==> src/rtl/riscv_lsu_pkg.sv <==
// riscv_lsu_pkg: shared definitions for the RISC-V load/store unit.
//   - funct3 encodings for loads and stores
//   - lsu_state_t: FSM state encoding
//   - lsu_size_t : access size taken from funct3[1:0]
//   - helpers: byte count, lane mask, strobe expansion, legality check
package riscv_lsu_pkg;

  localparam logic [2:0] F3_LB  = 3'b000;
  localparam logic [2:0] F3_LH  = 3'b001;
  localparam logic [2:0] F3_LW  = 3'b010;
  localparam logic [2:0] F3_LBU = 3'b100;
  localparam logic [2:0] F3_LHU = 3'b101;
  localparam logic [2:0] F3_SB  = 3'b000;
  localparam logic [2:0] F3_SH  = 3'b001;
  localparam logic [2:0] F3_SW  = 3'b010;

  typedef enum logic [2:0] {
    IDLE  = 3'd0,
    ACC0  = 3'd1,
    ACC1  = 3'd2,
    RESP  = 3'd3,
    FAULT = 3'd4
  } lsu_state_t;

  typedef enum logic [1:0] {
    SZ_BYTE = 2'd0,
    SZ_HALF = 2'd1,
    SZ_WORD = 2'd2,
    SZ_BAD  = 2'd3
  } lsu_size_t;

  // Number of bytes moved by an access of the given size.
  function automatic logic [2:0] size_bytes(input lsu_size_t s);
    case (s)
      SZ_BYTE: size_bytes = 3'd1;
      SZ_HALF: size_bytes = 3'd2;
      SZ_WORD: size_bytes = 3'd4;
      default: size_bytes = 3'd0;
    endcase
  endfunction

  // Lane mask of an access starting at lane 0.
  function automatic logic [3:0] size_mask(input lsu_size_t s);
    case (s)
      SZ_BYTE: size_mask = 4'b0001;
      SZ_HALF: size_mask = 4'b0011;
      SZ_WORD: size_mask = 4'b1111;
      default: size_mask = 4'b0000;
    endcase
  endfunction

  // Expand a 4-bit byte strobe into a 32-bit bit mask.
  function automatic logic [31:0] strb_to_bits(input logic [3:0] s);
    strb_to_bits = {{8{s[3]}}, {8{s[2]}}, {8{s[1]}}, {8{s[0]}}};
  endfunction

  // Illegal funct3 for the direction, or a misalignment the build cannot split.
  function automatic logic req_illegal(input logic       write,
                                       input logic [2:0] f3,
                                       input logic [1:0] off,
                                       input logic       misalign_en);
    logic bad_f3;
    logic bad_align;
    bad_f3    = (f3[1:0] == 2'b11) || (write && f3[2]) || (!write && (f3 == 3'b110));
    bad_align = !misalign_en &&
                (((f3[1:0] == 2'b01) && off[0]) || ((f3[1:0] == 2'b10) && (off != 2'b00)));
    req_illegal = bad_f3 || bad_align;
  endfunction

endpackage

==> src/rtl/riscv_lsu_align.sv <==
// riscv_lsu_align: combinational lane steering for the LSU.
//   Store side: shifts LSB-justified store data into memory lanes and builds
//   the lane mask for the first (i_second=0) or second (i_second=1) access.
//   Load side: gathers the request bytes from the two captured words and
//   sign- or zero-extends them.
// Ports:
//   i_off    byte offset addr[1:0]       i_size  access size
//   i_second selects second access       i_wdata LSB-justified store data
//   i_zext   1 = zero-extend loads       i_rd_lo/i_rd_hi captured words
//   o_wdata  lane-shifted store data     o_strb  lane mask of this access
//   o_rdata  extended load data
module riscv_lsu_align
  import riscv_lsu_pkg::*;
(
  input  logic [1:0]  i_off,
  input  lsu_size_t   i_size,
  input  logic        i_second,
  input  logic [31:0] i_wdata,
  input  logic        i_zext,
  input  logic [31:0] i_rd_lo,
  input  logic [31:0] i_rd_hi,
  output logic [31:0] o_wdata,
  output logic [3:0]  o_strb,
  output logic [31:0] o_rdata
);

  logic [7:0]  w_mask8;
  logic [63:0] w_wide;
  logic [31:0] w_low;

  // Eight virtual lanes: lanes 0-3 are the first word, lanes 4-7 the second.
  always_comb begin
    w_mask8 = 8'({4'b0000, size_mask(i_size)} << i_off);
    w_wide  = {32'd0, i_wdata} << {i_off, 3'b000};
    if (i_second) begin
      o_strb  = w_mask8[7:4];
      o_wdata = w_wide[63:32];
    end else begin
      o_strb  = w_mask8[3:0];
      o_wdata = w_wide[31:0];
    end
  end

  // Gather request bytes back to bit 0 and extend to 32 bits.
  always_comb begin
    w_low = 32'({i_rd_hi, i_rd_lo} >> {i_off, 3'b000});
    case (i_size)
      SZ_BYTE: o_rdata = i_zext ? {24'd0, w_low[7:0]}  : {{24{w_low[7]}}, w_low[7:0]};
      SZ_HALF: o_rdata = i_zext ? {16'd0, w_low[15:0]} : {{16{w_low[15]}}, w_low[15:0]};
      SZ_WORD: o_rdata = w_low;
      default: o_rdata = 32'd0;
    endcase
  end

endmodule

==> src/rtl/riscv_lsu.sv <==
// riscv_lsu: load/store unit in front of the data memory.
// Accepts one request at a time, issues one or two word-aligned accesses,
// and returns extended load data, store completion or a fault.
// Build option: define RISCV_LSU_MISALIGN_EN to split misaligned half/word
// accesses across words; otherwise they respond with a fault.
// Ports:
//   clk, rst (async, active-high)
//   req_valid/req_ready, req_write, req_addr, req_wdata, req_funct3
//   resp_valid/resp_ready, resp_rdata, resp_fault
//   mem_addr, mem_wdata, mem_wstrb, mem_read, mem_write, mem_rdata
module riscv_lsu
  import riscv_lsu_pkg::*;
#(
  parameter int XLEN = 32
) (
  input  logic            clk,
  input  logic            rst,
  input  logic            req_valid,
  output logic            req_ready,
  input  logic            req_write,
  input  logic [XLEN-1:0] req_addr,
  input  logic [XLEN-1:0] req_wdata,
  input  logic [2:0]      req_funct3,
  output logic            resp_valid,
  input  logic            resp_ready,
  output logic [XLEN-1:0] resp_rdata,
  output logic            resp_fault,
  output logic [XLEN-1:0] mem_addr,
  output logic [XLEN-1:0] mem_wdata,
  output logic [3:0]      mem_wstrb,
  output logic            mem_read,
  output logic            mem_write,
  input  logic [XLEN-1:0] mem_rdata
);

`ifdef RISCV_LSU_MISALIGN_EN
  localparam logic LP_MISALIGN_EN = 1'b1;
`else
  localparam logic LP_MISALIGN_EN = 1'b0;
`endif

  lsu_state_t  r_state;
  lsu_state_t  w_next;
  logic        r_write;
  logic [31:0] r_addr;
  logic [31:0] r_wdata;
  logic [2:0]  r_f3;
  logic [31:0] r_word0;
  logic [31:0] r_word1;

  lsu_size_t   w_size;
  logic [2:0]  w_end;
  logic        w_cross;
  logic [31:0] w_base;
  logic [31:0] w_lane_wdata;
  logic [3:0]  w_lane_strb;
  logic [31:0] w_ext_rdata;

  assign w_size  = lsu_size_t'(r_f3[1:0]);
  // One past the last lane used; beyond lane 4 the access spills into the next word.
  assign w_end   = {1'b0, r_addr[1:0]} + size_bytes(w_size);
  assign w_cross = (w_end > 3'd4);
  assign w_base  = {r_addr[31:2], 2'b00};

  riscv_lsu_align u_align (
    .i_off    (r_addr[1:0]),
    .i_size   (w_size),
    .i_second (r_state == ACC1),
    .i_wdata  (r_wdata),
    .i_zext   (r_f3[2]),
    .i_rd_lo  (r_word0),
    .i_rd_hi  (r_word1),
    .o_wdata  (w_lane_wdata),
    .o_strb   (w_lane_strb),
    .o_rdata  (w_ext_rdata)
  );

  // FSM state register.
  always_ff @(posedge clk or posedge rst) begin
    if (rst) begin
      r_state <= IDLE;
    end else begin
      r_state <= w_next;
    end
  end

  // FSM next-state logic.
  always_comb begin
    w_next = r_state;
    case (r_state)
      IDLE: begin
        if (req_valid) begin
          w_next = req_illegal(req_write, req_funct3, req_addr[1:0], LP_MISALIGN_EN) ? FAULT : ACC0;
        end else begin
          w_next = IDLE;
        end
      end
      ACC0: begin
        if (LP_MISALIGN_EN && w_cross) begin
          w_next = ACC1;
        end else begin
          w_next = RESP;
        end
      end
      ACC1:  w_next = RESP;
      RESP, FAULT: begin
        if (resp_ready) begin
          w_next = IDLE;
        end else begin
          w_next = r_state;
        end
      end
      default: w_next = IDLE;
    endcase
  end

  // Request capture and per-access load lane capture.
  always_ff @(posedge clk or posedge rst) begin
    if (rst) begin
      r_write <= 1'b0;
      r_addr  <= 32'd0;
      r_wdata <= 32'd0;
      r_f3    <= 3'd0;
      r_word0 <= 32'd0;
      r_word1 <= 32'd0;
    end else if ((r_state == IDLE) && req_valid) begin
      r_write <= req_write;
      r_addr  <= req_addr;
      r_wdata <= req_wdata;
      r_f3    <= req_funct3;
      r_word0 <= 32'd0;
      r_word1 <= 32'd0;
    end else if ((r_state == ACC0) && !r_write) begin
      r_word0 <= mem_rdata & strb_to_bits(w_lane_strb);
    end else if ((r_state == ACC1) && !r_write) begin
      r_word1 <= mem_rdata & strb_to_bits(w_lane_strb);
    end else begin
      r_word0 <= r_word0;
    end
  end

  // Memory port drive; everything is zero outside the access states.
  always_comb begin
    mem_addr  = 32'd0;
    mem_wdata = 32'd0;
    mem_wstrb = 4'b0000;
    mem_read  = 1'b0;
    mem_write = 1'b0;
    if ((r_state == ACC0) || (r_state == ACC1)) begin
      // Second word address wraps naturally at 2^32.
      mem_addr = (r_state == ACC1) ? (w_base + 32'd4) : w_base;
      if (r_write) begin
        mem_write = 1'b1;
        mem_wstrb = w_lane_strb;
        mem_wdata = w_lane_wdata;
      end else begin
        mem_read  = 1'b1;
      end
    end else begin
      mem_addr = 32'd0;
    end
  end

  // Handshake and response outputs decoded from the registered state.
  always_comb begin
    req_ready  = (r_state == IDLE);
    resp_valid = (r_state == RESP) || (r_state == FAULT);
    resp_fault = (r_state == FAULT);
    if ((r_state == RESP) && !r_write) begin
      resp_rdata = w_ext_rdata;
    end else begin
      resp_rdata = 32'd0;
    end
  end

endmodule

==> config.mk <==
export PLATFORM = sky130hd
export DESIGN_NAME = riscv_lsu
export DESIGN_NICKNAME = d
export VERILOG_FILES = /design/src/rtl/riscv_lsu_pkg.sv /design/src/rtl/riscv_lsu_align.sv /design/src/rtl/riscv_lsu.sv
export SDC_FILE = /design/constraint.sdc
export NUM_CORES = 1
export LEC_CHECK = 0
export BUFFER_PORTS_ARGS = -buffer_cell sky130_fd_sc_hd__clkbuf_2
export CORE_MARGIN = 3
export CORE_UTILIZATION = 30
export CTS_BUF_LIST = sky130_fd_sc_hd__clkbuf_2
export CTS_CLUSTER_SIZE = 28
export DETAILED_ROUTE_END_ITERATION = 7
export PLACE_DENSITY = 0.59
export SLEW_MARGIN = 10
export SYNTH_ARGS = -nofsm -noshare
export SYNTH_HDL_FRONTEND = slang
export SYNTH_HIERARCHICAL = 1
export SYNTH_SLANG_ARGS = --single-unit
==> constraint.sdc <==
create_clock -name clk -period 6.7 [get_ports clk]
set_clock_uncertainty 0.05 [all_clocks]
set_input_delay 0 -clock clk [delete_from_list [all_inputs] [get_ports clk]]
set_output_delay 0 -clock clk [all_outputs]
set_load 0.02 [all_outputs]
Word level (Yosys, flattened, before mapping)
Cells that the tools add are included.
{ "word_totals": {"register_bits": 135, "out_inout_bits": 105, "elab_cells": 74} }
{ "op_classes": {"n_bitwise": 1, "eq_ne": 12, "mux": 26, "n_addsub": 1, "n_reduce_logical": 24, "shift": 3} }
{ "op_table": {"columns": ["operator", "count"], "rows": [
  ["2-to-1 mux 32 bit", 13],
  ["case mux 32 bit (3 select lines)", 1],
  ["<< shifter 32 x 5 -> 64 bit", 1],
  ["right shift 64 x 5 -> 32 bit", 1],
  ["adder 32 x 3 -> 32 bit, second input constant", 1],
  ["bitwise AND 32 bit", 1],
  ["2-to-1 mux 4 bit", 3],
  ["case mux 4 bit (3 select lines)", 1],
  ["2-to-1 mux 3 bit", 3],
  ["case mux 3 bit (3 select lines)", 1],
  ["logical AND 1 bit", 8],
  ["<< shifter 4 x 2 -> 8 bit", 1],
  ["equality test 2 bit, second input constant", 3],
  ["equality test 3 x 2 -> 1 bit, second input constant", 2],
  ["equality test 3 bit, second input constant", 2],
  ["logical OR 1 bit", 6],
  ["nonzero test 2 bit", 3],
  ["equality test 2 x 1 -> 1 bit, second input constant", 2],
  ["2-to-1 mux 1 bit", 4],
  ["!= test 2 bit, second input constant", 2],
  ["OR reduction 2 bit", 2],
  ["equality test 3 x 1 -> 1 bit, second input constant", 1],
  ["logical NOT 3 bit", 1],
  ["logical NOT 1 bit", 2],
  ["2 further kinds", 2]
]} }

Depth between registers and ports, before layout
{ "logic_depth": {"depth_word": 8, "mapped_depth": 11} }

Cells and area by module
The synthesis kept the hierarchy.
{ "by_module_without_submodules": {"columns": ["mod", "area_each_um2", "cells_per_inst", "seq_area_each_um2", "n_inst"], "rows": [
  ["riscv_lsu", 6495.0, 778, 3378.2, 1],
  ["riscv_lsu_align", 2049.5, 246, 0.0, 1]
]} }

Worst setup path before layout
No wires, ideal clock.
{ "synth_path": {"kind": "reg-to-output", "start": "register r_state[1]", "end": "output port mem_addr[21]", "stages_incl_launch_ff": 8, "t_required_ps": 6650, "setup_slack_ps": 4234, "arrival_time_ps": 2416, "path_buffers": 3, "cell_sequence": "dfrtp_1 buf_6 or3b_1 buf_6 or4_4 buf_6 or4_1 a21oi_1"} }
{ "synth_via": {"elab_chain_len": 3, "elab_cells_between_ends": 5, "cone_classes": "2 x eq/ne; 2 x mux; 1 x reduce/logical"} }
{ "synth_rtl": {"columns": ["element", "line_no", "text"], "rows": [
  ["start: declaration", "riscv_lsu.sv:42", "lsu_state_t r_state;"],
  ["start signal: assignment", "riscv_lsu.sv:83", "r_state <= w_next;"],
  ["equality test 3 x 2 -> 1 bit or equality test 3 x 1 -> 1 bit (tied branches)", "riscv_lsu.sv:149, riscv_lsu.sv:151", null],
  ["2-to-1 mux 32 bit or logical OR 1 bit (tied branches)", "riscv_lsu.sv:151, riscv_lsu.sv:149", null],
  ["2-to-1 mux 32 bit *", "riscv_lsu.sv:149", "if ((r_state == ACC0) || (r_state == ACC1)) begin"],
  ["end: declaration", "riscv_lsu.sv:28", "output logic [XLEN-1:0] mem_addr,"]
]} }
Every way passes the cells marked *; elsewhere a longest branch is shown, timed or not.

Worst setup path after layout
{ "layout_path": {"start": "register r_addr[1]", "end": "output port resp_rdata[27]"} }
{ "layout_via": {"elab_chain_len": 4, "elab_cells_between_ends": 5, "cone_classes": "1 x shift; 4 x mux"} }
{ "layout_rtl": {"columns": ["element", "line_no", "text"], "rows": [
  ["start: declaration", "riscv_lsu.sv:45", "logic [31:0] r_addr;"],
  ["start signal: assignment", "riscv_lsu.sv:128", "r_addr <= req_addr;"],
  ["right shift 64 x 5 -> 32 bit *", "riscv_lsu_align.sv:46", "w_low = 32'({i_rd_hi, i_rd_lo} >> {i_off, 3'b000});"],
  ["2-to-1 mux 32 bit (on tied branches)", "riscv_lsu_align.sv:49, riscv_lsu_align.sv:48", null],
  ["case mux 32 bit (3 select lines) *", "riscv_lsu_align.sv:47", "case (i_size)"],
  ["named net w_ext_rdata[27]", "riscv_lsu.sv:57", "logic [31:0] w_ext_rdata;"],
  ["2-to-1 mux 32 bit *", "riscv_lsu.sv:169", "if ((r_state == RESP) && !r_write) begin"],
  ["end: declaration", "riscv_lsu.sv:26", "output logic [XLEN-1:0] resp_rdata,"]
]} }
The timed path passes the listed nets; every way through them passes the cells marked *.

==> flow_metrics.tcl <==
set metrics [dict create \
    vdd_drop_max_mv 0.1462 \
    viasPerCell 5.085 \
    clk_path_buf_depth 2 \
    drive_above_1_share_pct 20.85 \
    antenna_found_initial 4 \
    status "finished, final reports clean" \
    p_sw_share_pct 50.17 \
    clock_latency_ps 700 \
    wl_per_cell_um 16.54 \
    critical_path_class "flop to output port" \
    final_cell_mix "nand2_1, dlygate4sd3_1, clkbuf_2" \
    start_util_pct 30.62 \
    maxCapViolations 0 \
    fin_setup_tns_ps 0 \
    p_switching_uw 2415 \
    avgSynthCellArea_um2 8.274 \
    critPathRequiredTime_ps 6650 \
    cts-root-buf "clkbuf_2" \
    p_per_area_nw_per_um2 387.2 \
    grt_pass1_vias 9121 \
    area_growth_pct 50.26 \
    path_max_fanout 38 \
    crit_path_end_kind "output port" \
    cts_tree "yes" \
    tightest_slew_ps 1114 \
    cell_internal_pwr_uw 2399 \
    gr-total-overflow 0 \
    cts_buffers 17 \
    grt_max_degree 98 \
    hold_class "input pin to flop" \
    wirelength_mm 29.42 \
    fin_ws_ps 2766 \
    rows 60 \
    fin_crit_ps 3934 \
    place_hpwl_mm 18.88 \
    period_share_pct 58.72 \
    pwr-share-seq_pct 32.1 \
    core_area_um2 27030 \
    io_buffer_count 206 \
    syn_area_um2 8274 \
    io_pins 209 \
    drtPass1Iterations 5 \
    finalMaxSlewViolations 0 \
    hold_viol_final 0 \
    grt_pass1_wl_mm 47.37 \
    ys.warnings.count 6 \
    comb_power_share_pct 56.5 \
    die_y_um 172.1 \
    hold_buffers 272 \
    crit_arrival_ps 3880 \
    num_vias 9046 \
    drtIter0Drc 497 \
    leakage_uw 0.005755 \
    ant_nets 0 \
    slew_headroom_pct 25.58 \
    post_cts_buffers 0 \
    setup.worst_path.start_class "flop" \
    netlist_instances 1000 \
    finalNetCount 1530 \
    report.final.setup_viol 0 \
    fp.dieArea_um2 29610 \
    post_cts_resized 0 \
    mostFrequentLayoutCell "nand2_1" \
    dp_slack_ps 3546 \
    dieWidth_um 172.1 \
    cts.sinks 127 \
    htree_levels 4 \
    place_congestion 0.8706 \
    max_freq_mhz 254.2 \
    grt_use_total_pct 20.10 \
    pwr-share-clk_pct 11.5 \
    drc_errors 0 \
    rsz0062_at_grt "no" \
    clkSlewWorstSetupHoldPaths_ps 200 \
]
-- routing by layer --
layer / vias up / global-route usage (%) / wire, µm
met5: - / 0 / 0
met4: 0 / 8.573 / 981
met3: 65 / 3.498 / 1525
met2: 310 / 33.65 / 14100
met1: 4321 / 25.67 / 12820
li1: 4350 / - / -
-- final cells by class --
cell class              count  area, µm²
clock inverters            15      187.7
well taps                 341      426.7
multi-input cells         773       4646
fillers                  2664      14590
inverters                  11      43.79
flip-flops and latches    127       3183
diodes                      4      10.01
repair buffers            491       3851
clock buffers              17      85.08
-- worst paths after layout --
check / end / from / slack, ps / cells past startpoint
max: resp_rdata[27] / r_addr[1] / 2770 / 6
min in group asynchronous: r_word0[26] / rst / 340 / 4
min: r_addr[1] / req_addr[1] / 60 / 4
min reg2reg: r_word0[1] / r_word0[1] / 450 / 2
max reg2reg: r_word0[23] / r_state[2] / 3270 / 9
max in group asynchronous: r_wdata[15] / rst / 5160 / 5
-- worst max-delay path: stages, from the launching register on --
cell,delay (ps)
dfrtp_2,850
buf_4,540
mux2_2,430
a22oi_2,830
nand3_1,160
and2_1,200
clkbuf_2,150
-- per-stage QoR --
| step | hold WS, ps | instance area [µm²] | std cells | total power, µW | util (%) |
|---|---|---|---|---|---|
| detailed placement | -14.66 | 9428 | 1471 | 4085 | 34.88 |
| global placement | -6.312 | 9428 | 1471 | 4032 | 34.88 |
| global route | 14.16 | 12430 | 1779 | 5213 | 46.00 |
| floorplan | 43.91 | 8278 | 1001 | 3322 | - |
| finish | 62.73 | 12430 | 1779 | 4814 | 46.00 |
| CTS | 2.715 | 12420 | 1775 | 4815 | 45.97 |
-- state kept, by name (all words and copies together) (netlist names) --
| name | flops |
|---|---|
| r_f3 | 3 |
| r_write | 1 |
| r_addr | 32 |
| r_word1 | 24 |
| r_wdata | 32 |
| r_word0 | 32 |
| r_state | 3 |
-- power by group through the flow --
stage                     logic (µW)  clock network (µW)  registers, µW
after global placement          2490                   0           1540
final                           2720                 551           1540
after floorplan                 2010                   0           1310
after global routing            3020                 594           1600
after CTS                       2710                 569           1540
after detailed placement        2530                   0           1560
No activity file was read; power rests on OpenSTA's default activity.
